<file path="config.mk">
export PLATFORM = sky130hd
export DESIGN_NAME = pc_sequencer
export DESIGN_NICKNAME = d
export VERILOG_FILES = /design/src/rtl/pc_seq_pkg.sv /design/src/rtl/pc_incr.sv /design/src/rtl/pc_sequencer.sv
export SDC_FILE = /design/constraint.sdc
export NUM_CORES = 1
export LEC_CHECK = 0
export ABC_CLOCK_PERIOD_IN_PS = 1100
export CELL_PAD_IN_SITES_DETAIL_PLACEMENT = 2
export CELL_PAD_IN_SITES_GLOBAL_PLACEMENT = 2
export CORE_MARGIN = 1.5
export CORE_UTILIZATION = 22
export CTS_CLUSTER_DIAMETER = 30
export DETAILED_ROUTE_END_ITERATION = 6
export PLACE_DENSITY = 0.7
export SLEW_MARGIN = 20
export SYNTH_ARGS = -nofsm -noshare
export SYNTH_HDL_FRONTEND = slang
export SYNTH_SLANG_ARGS = --single-unit
</file>
<file path="constraint.sdc">
create_clock -name clk -period 1.1 [get_ports clk]
set_input_delay 0.33 -clock clk [delete_from_list [all_inputs] [get_ports clk]]
set_output_delay 0.33 -clock clk [all_outputs]
set_load 0.03 [all_outputs]
</file>
<file path="src/rtl/pc_seq_pkg.sv">
// Shared types and defaults for the PC sequencer.
package pc_seq_pkg;

  localparam int PC_W_DEF = 2;

  typedef enum logic [1:0] {
    IDLE  = 2'd0,
    RUN   = 2'd1,
    STALL = 2'd2,
    HALT  = 2'd3
  } pc_state_e;

endpackage

</file>
<file path="src/rtl/pc_incr.sv">
// Combinational PC_W-bit plus-one with carry-out.
module pc_incr
  import pc_seq_pkg::*;
#(
  parameter int PC_W = PC_W_DEF
) (
  input  logic [PC_W-1:0] a,
  output logic [PC_W-1:0] sum,
  output logic            co
);

  assign {co, sum} = {1'b0, a} + {{PC_W{1'b0}}, 1'b1};

endmodule

</file>
<file path="src/rtl/pc_sequencer.sv">
// Program-counter sequencer with valid/ready fetch handshake and pending branch.
// Optional feature macro: PC_WRAP_HALT_EN (increment carry-out halts instead of wrapping).
module pc_sequencer
  import pc_seq_pkg::*;
#(
  parameter int          PC_W     = PC_W_DEF,
  parameter int unsigned RESET_PC = 0
) (
  input  logic            clk,
  input  logic            rst_n,
  input  logic            en,
  input  logic            stall,
  input  logic            br_valid,
  input  logic [PC_W-1:0] br_target,
  output logic [PC_W-1:0] pc,
  output logic            pc_valid,
  input  logic            pc_ready,
  output logic            ovf,
  output logic            halted
);

  localparam logic [PC_W-1:0] RST_PC = PC_W'(RESET_PC);

  pc_state_e       state, nstate;
  logic [PC_W-1:0] pc_q, pend_pc, inc_pc, nxt_pc;
  logic            pend_v, ovf_q, inc_co;
  logic            xfer, use_inc, wrap, wrap_halt;

  pc_incr #(.PC_W(PC_W)) u_incr (
    .a   (pc_q),
    .sum (inc_pc),
    .co  (inc_co)
  );

  // A same-cycle branch beats a held one; only the increment path can carry.
  always_comb begin
    xfer    = pc_valid & pc_ready;
    use_inc = ~br_valid & ~pend_v;
    nxt_pc  = br_valid ? br_target : (pend_v ? pend_pc : inc_pc);
    wrap    = xfer & use_inc & inc_co;
`ifdef PC_WRAP_HALT_EN
    wrap_halt = wrap;
`else
    wrap_halt = 1'b0;
`endif
  end

  always_ff @(posedge clk) begin
    if (!rst_n) state <= IDLE;
    else        state <= nstate;
  end

  always_comb begin
    nstate = state;
    case (state)
      IDLE:  if (en) nstate = RUN;
      RUN: begin
        // Leaving RUN only ever happens on a transfer so pc_valid never drops early.
        if (xfer) begin
          if (wrap_halt)  nstate = HALT;
          else if (!en)   nstate = IDLE;
          else if (stall) nstate = STALL;
        end
      end
      STALL: begin
        if (!en)         nstate = IDLE;
        else if (!stall) nstate = RUN;
      end
      HALT:    nstate = HALT;
      default: nstate = IDLE;
    endcase
  end

  always_comb begin
    pc_valid = (state == RUN);
    halted   = (state == HALT);
    pc       = pc_q;
    ovf      = ovf_q;
  end

  always_ff @(posedge clk) begin
    if (!rst_n) begin
      pc_q    <= RST_PC;
      ovf_q   <= 1'b0;
      pend_v  <= 1'b0;
      pend_pc <= '0;
    end else begin
      if (xfer && !wrap_halt) pc_q <= nxt_pc;
      if (wrap)               ovf_q <= 1'b1;
      if (xfer) begin
        pend_v <= 1'b0;
      end else if (br_valid && state != HALT) begin
        pend_v  <= 1'b1;
        pend_pc <= br_target;
      end
    end
  end

endmodule

</file>
# == Word level (Yosys, flattened, before mapping) ==
# Index checks and enable logic that the tools add are counted.
# totals
out_inout_bits,5
regBits,8
inputBits,8
wordCells,36
# classes
eq_ne,8
muxes,9
n_reduce_logical,5
addsub,1
bitwise,8
# op_table
cell,count
2-to-1 mux 2 bit,8
one-hot mux 2 bit (4 select lines),1
!= test 3 bit (second input constant),2
bitwise AND 1 bit,4
== test 2 bit (second input constant),2
!= test 2 bit (second input constant),2
inverter 1 bit,4
AND reduction 4 bit,1
adder 2 x 1 -> 3 bit (second input constant),1
== test 2 x 1 -> 1 bit (second input constant),1
zero test 2 bit,1
!= test 2 x 1 -> 1 bit (second input constant),1
AND reduction 2 bit,1
OR reduction 2 bit,1
logical AND 1 bit,1

# == Longest topological paths before layout ==
# depth
depth_word,4
ltp_mapped,4
ltp_nobuf,4

# == By module ==
# From an unflattened synthesis, not the netlist that was laid out.
# hier_totals
hier_cells,48
area_unflattened_um2,415.4
# by_module_without_submodules
mod,cells_per_inst,area_per_inst_um2,n_inst,seq_area_each_um2
pc_sequencer,46,399.1,1,160.2
pc_incr,2,16.3,1,0.0

# == Least setup slack after synthesis ==
# OpenSTA, ideal clock, no wires.
# synth_timing
path_kind,reg2reg
from,register pc_q[0] (netlist: pc[0])
to,register pc_q[1] (netlist: pc[1])
period_less_slack_ps,1417
setup_time_ps,127
path_slack_ps,-317
path_buffers,0
path_stages_with_launch,5
t_arrival_ps,1290
t_required_ps,973
path_cell_list,dfxtp_1 ha_1 mux2_2 o2111ai_1 o21ai_0
# synth_between
elab_chain_len,3
# synth_lines
item,line_no,text
"start, declared",pc_sequencer.sv:25,"logic [PC_W-1:0] pc_q, pend_pc, inc_pc, nxt_pc;"
"start signal, assigned",pc_sequencer.sv:88,if (xfer && !wrap_halt) pc_q <= nxt_pc;
adder 2 x 1 -> 3 bit,pc_incr.sv:12,"assign {co, sum} = {1'b0, a} + {{PC_W{1'b0}}, 1'b1};"
2-to-1 mux 2 bit (2 in a row),pc_sequencer.sv:39,nxt_pc = br_valid ? br_target : (pend_v ? pend_pc : inc_pc);
# Every way passes these cells.
# A chain may end at the register's enable or synchronous reset.

# == Worst setup path in the final report ==
# layout_timing
from,register state[1]
to,output port pc_valid
# layout_between
elab_chain_len,1
# layout_lines
item,line_no,text
"start, declared",pc_sequencer.sv:24,"pc_state_e state, nstate;"
"start signal, assigned",pc_sequencer.sv:50,else state <= nstate;
== test 2 x 1 -> 1 bit,pc_sequencer.sv:75,pc_valid = (state == RUN);
"end, declared",pc_sequencer.sv:16,"output logic pc_valid,"
# Every way passes these cells.

==> metrics <==
Synth Area in Adders=between 2 and 3%; number of remaining DRC errors=0; GR Util met2=25.0%; fin cells=102; first-pass GRT wire length=2170 µm; RSZ-0062 raised after global routing=true; Synth Flop Type=dfxtp_1; grt total ovfl=0; met1 Track Usage GR=16.9%; area of the multi-input gates=272 µm²; clk slew on worst S/H paths=50 ps; yosys warns=0; die area=2180 µm²; Post-Synth XOR/XNOR Area=0%; number of synthesized register bits=8; vias in the first global route=479; Synth Area in Compound Gates=19.9%; Initial Util=23.8%; design area=758 µm²; fin worst setup slack=-157 ps; Slew Limit Fails=0; slowest CP cell=dfxtp_4; critical path arrival=930 ps; largest net degree at the start of global routing=8; clk sinks=8; Unique masters post-synth=24; most frequent cells in the layout=buf_4, nand2_1, buf_6, clkdlybuf4s50_1; Port Buf Inserts=12; DR pass1 iterations=4; IO Pins=13; DP HPWL=approximately 950 µm; average size of a mapped cell=8.76 µm²; Hold Fails Final Rpt=0; Crit path largest cell delay=340 ps; reg2reg start=pc[0]; clock power share=34.4%; violated checks=setup timing; CP endpoint kind=output pin; peak supply drop=0.467 mV; period utilisation layout=114%; Net count, final=87; Post-DP Area=638 µm²; Critical Path Source=state[1]; share of layout cells above drive strength 1=51.9%; setup violators final=5; sw frac=28.1%; Clock Tree Buf Depth=2; Die Height=46.7 µm; setup TNS=-589 ps; worst hold path type=flip-flop to flip-flop; Power Dens Cells=987 nW/µm²; vias per cell=about 4.4; Internal=0.000538 W; fill count=208; WS Path Type=flip-flop to output pin; Post-Synth Simple-Gate Area=25.9%; Iter 0 DRT Violations=5; via count=451; leakage power=0.334 nW; Routed Antenna Nets=0; drt total wl=1340 µm; FF+latch area=174 µm²; Critical path buffers and inverters=1; row count=15; CTS tree=built; Comb pwr share=23.6%; Psw=approximately 0.00021 W; Antenna Cells=0; Worst EP required=770 ps; CTS Buf Count=3; die width=~47 µm; mux cell area share after synthesis=7.44%; Root Buffer=clkbuf_4; DR WL/cell=approximately 13 µm; Net Count, Synth=57; H-Tree Depth=1; share of synthesized registers carrying an async set or reset=0%; Placer Congestion=0.722; main combinational cell family by area after synthesis=simple AND/OR/NAND/NOR gates; CP max FO=3; dpl cells=93; family with the most delay on the worst path=flip-flops; Slew Limit Headroom=79.0%; GRT Overall Usage=15.2%; fin crit period=1260 ps; Worst Skew=9.39 ps; Synth Instances=48; f_max=just under 800 MHz; status=complete, but fails checks; latest clock arrival within the worst-skew pair=270 ps; dpl ws=-391 ps; commonest non-fill, non-tap cell in the layout=buf_4; M3 GR Usage=7.06%; worst hold start=pend_pc[1]; CP Launch Type=flip-flop; Worst Tran Pin Value=316 ps; Core Box Area=1760 µm²; synth-to-layout area growth=80.4%; Post-Syn Area=roughly 420 µm²; EDFF count, synth=0; initial antenna violation count=0; share of power burned in registers=about two fifths; Seq/Total Area, Yosys=38.1%; Max-Cap Viols=0; busiest grt layer=met2; critical-path cell list=and2b_1, buf_6
-- layout make-up --
type / instances / area share, %
Clock buffer: 4 / 3.47
Inverter: 2 / 0.990
Multi-Input combinational cell: 36 / 35.8
Sequential cell: 8 / 22.9
Tap cell: 25 / 4.13
Timing Repair Buffer: 27 / 32.7
-- final timing paths --
check	depth (start not counted)	endpoint	slack, ps
max	2	pc_valid	-160
max reg2reg	4	pc[1]	-150
min reg2reg	2	pend_pc[1]	480
min	2	pend_pc[1]	480
-- what timing repair did --
| item | 4_1_cts | 5_1_grt |
|---|---|---|
| gates resized for setup | 21 | 2 |
| buffers inserted | 4 | 1 |
| pin swaps | 1 | 5 |
| endpoints found under the setup margin | 9 | 12 |
| hold buffers | 0 | 0 |
-- routing by layer --
layer / vias up / wire [µm]
li1: 226 / -
met1: 211 / 552
met2: 10 / 711
met3: 4 / 51
met4: 0 / 21
met5: - / 0
-- metrics by stage --
| stage | hold slack (ps) | power [W] | util, % |
|---|---|---|---|
| finish | 476 | 0.000748 | 43.0 |
| global route | 501 | 0.000799 | 43.0 |
| CTS | 482 | 0.000753 | 42.2 |
| detailed placement | 475 | 0.000472 | 36.2 |
| global placement | 453 | 0.000466 | 36.2 |
| floorplan | 435 | 0.000391 | - |
-- worst register-to-register path, delay by kind of cell (launching register included) --
family	cells	cell delay, ps
adder cells (fa/ha/maj)	1	220
flip-flops	1	360
AO/OA/AOI/OAI	2	290
multiplexers	1	260
-- flip-flops by register name, summed over array words and instances (netlist names) --
register  cells
pc            2
pend_pc       2
state         2
ovf           1
pend_v        1
-- power groups by stage --
| stage | Clock, W | Combinational, W | Sequential [W] |
|---|---|---|---|
| 6_report | 0.000258 | 0.000177 | 0.000314 |
| 5_1_grt | 0.000291 | 0.000192 | 0.000315 |
| 4_1_cts | 0.000268 | 0.000172 | 0.000314 |
| 3_5_place_dp | 0 | 0.000151 | 0.000321 |
| 3_3_place_gp | 0 | 0.000146 | 0.000321 |
| 2_1_floorplan | 0 | 0.0000625 | 0.000328 |
-- cell usage after synthesis (2+ instances only) --
cell type	instances	area [µm²]
nand2_1	10	37.5
dfxtp_1	8	160
o21ai_0	4	20.0
a21boi_0	2	15.0
inv_1	2	7.51
mux2i_1	2	20.0
nand2b_1	2	12.5
nor2_1	2	7.51
-- cell families after synthesis --
kind of cell	count (synthesis)
adders and majority gates	1
DFF	8
and+or+nand+nor	20
muxes	3
buffers and inverters	4
AOI/OAI and AO/OA	12
No activity file was read; power rests on OpenSTA's default activity.
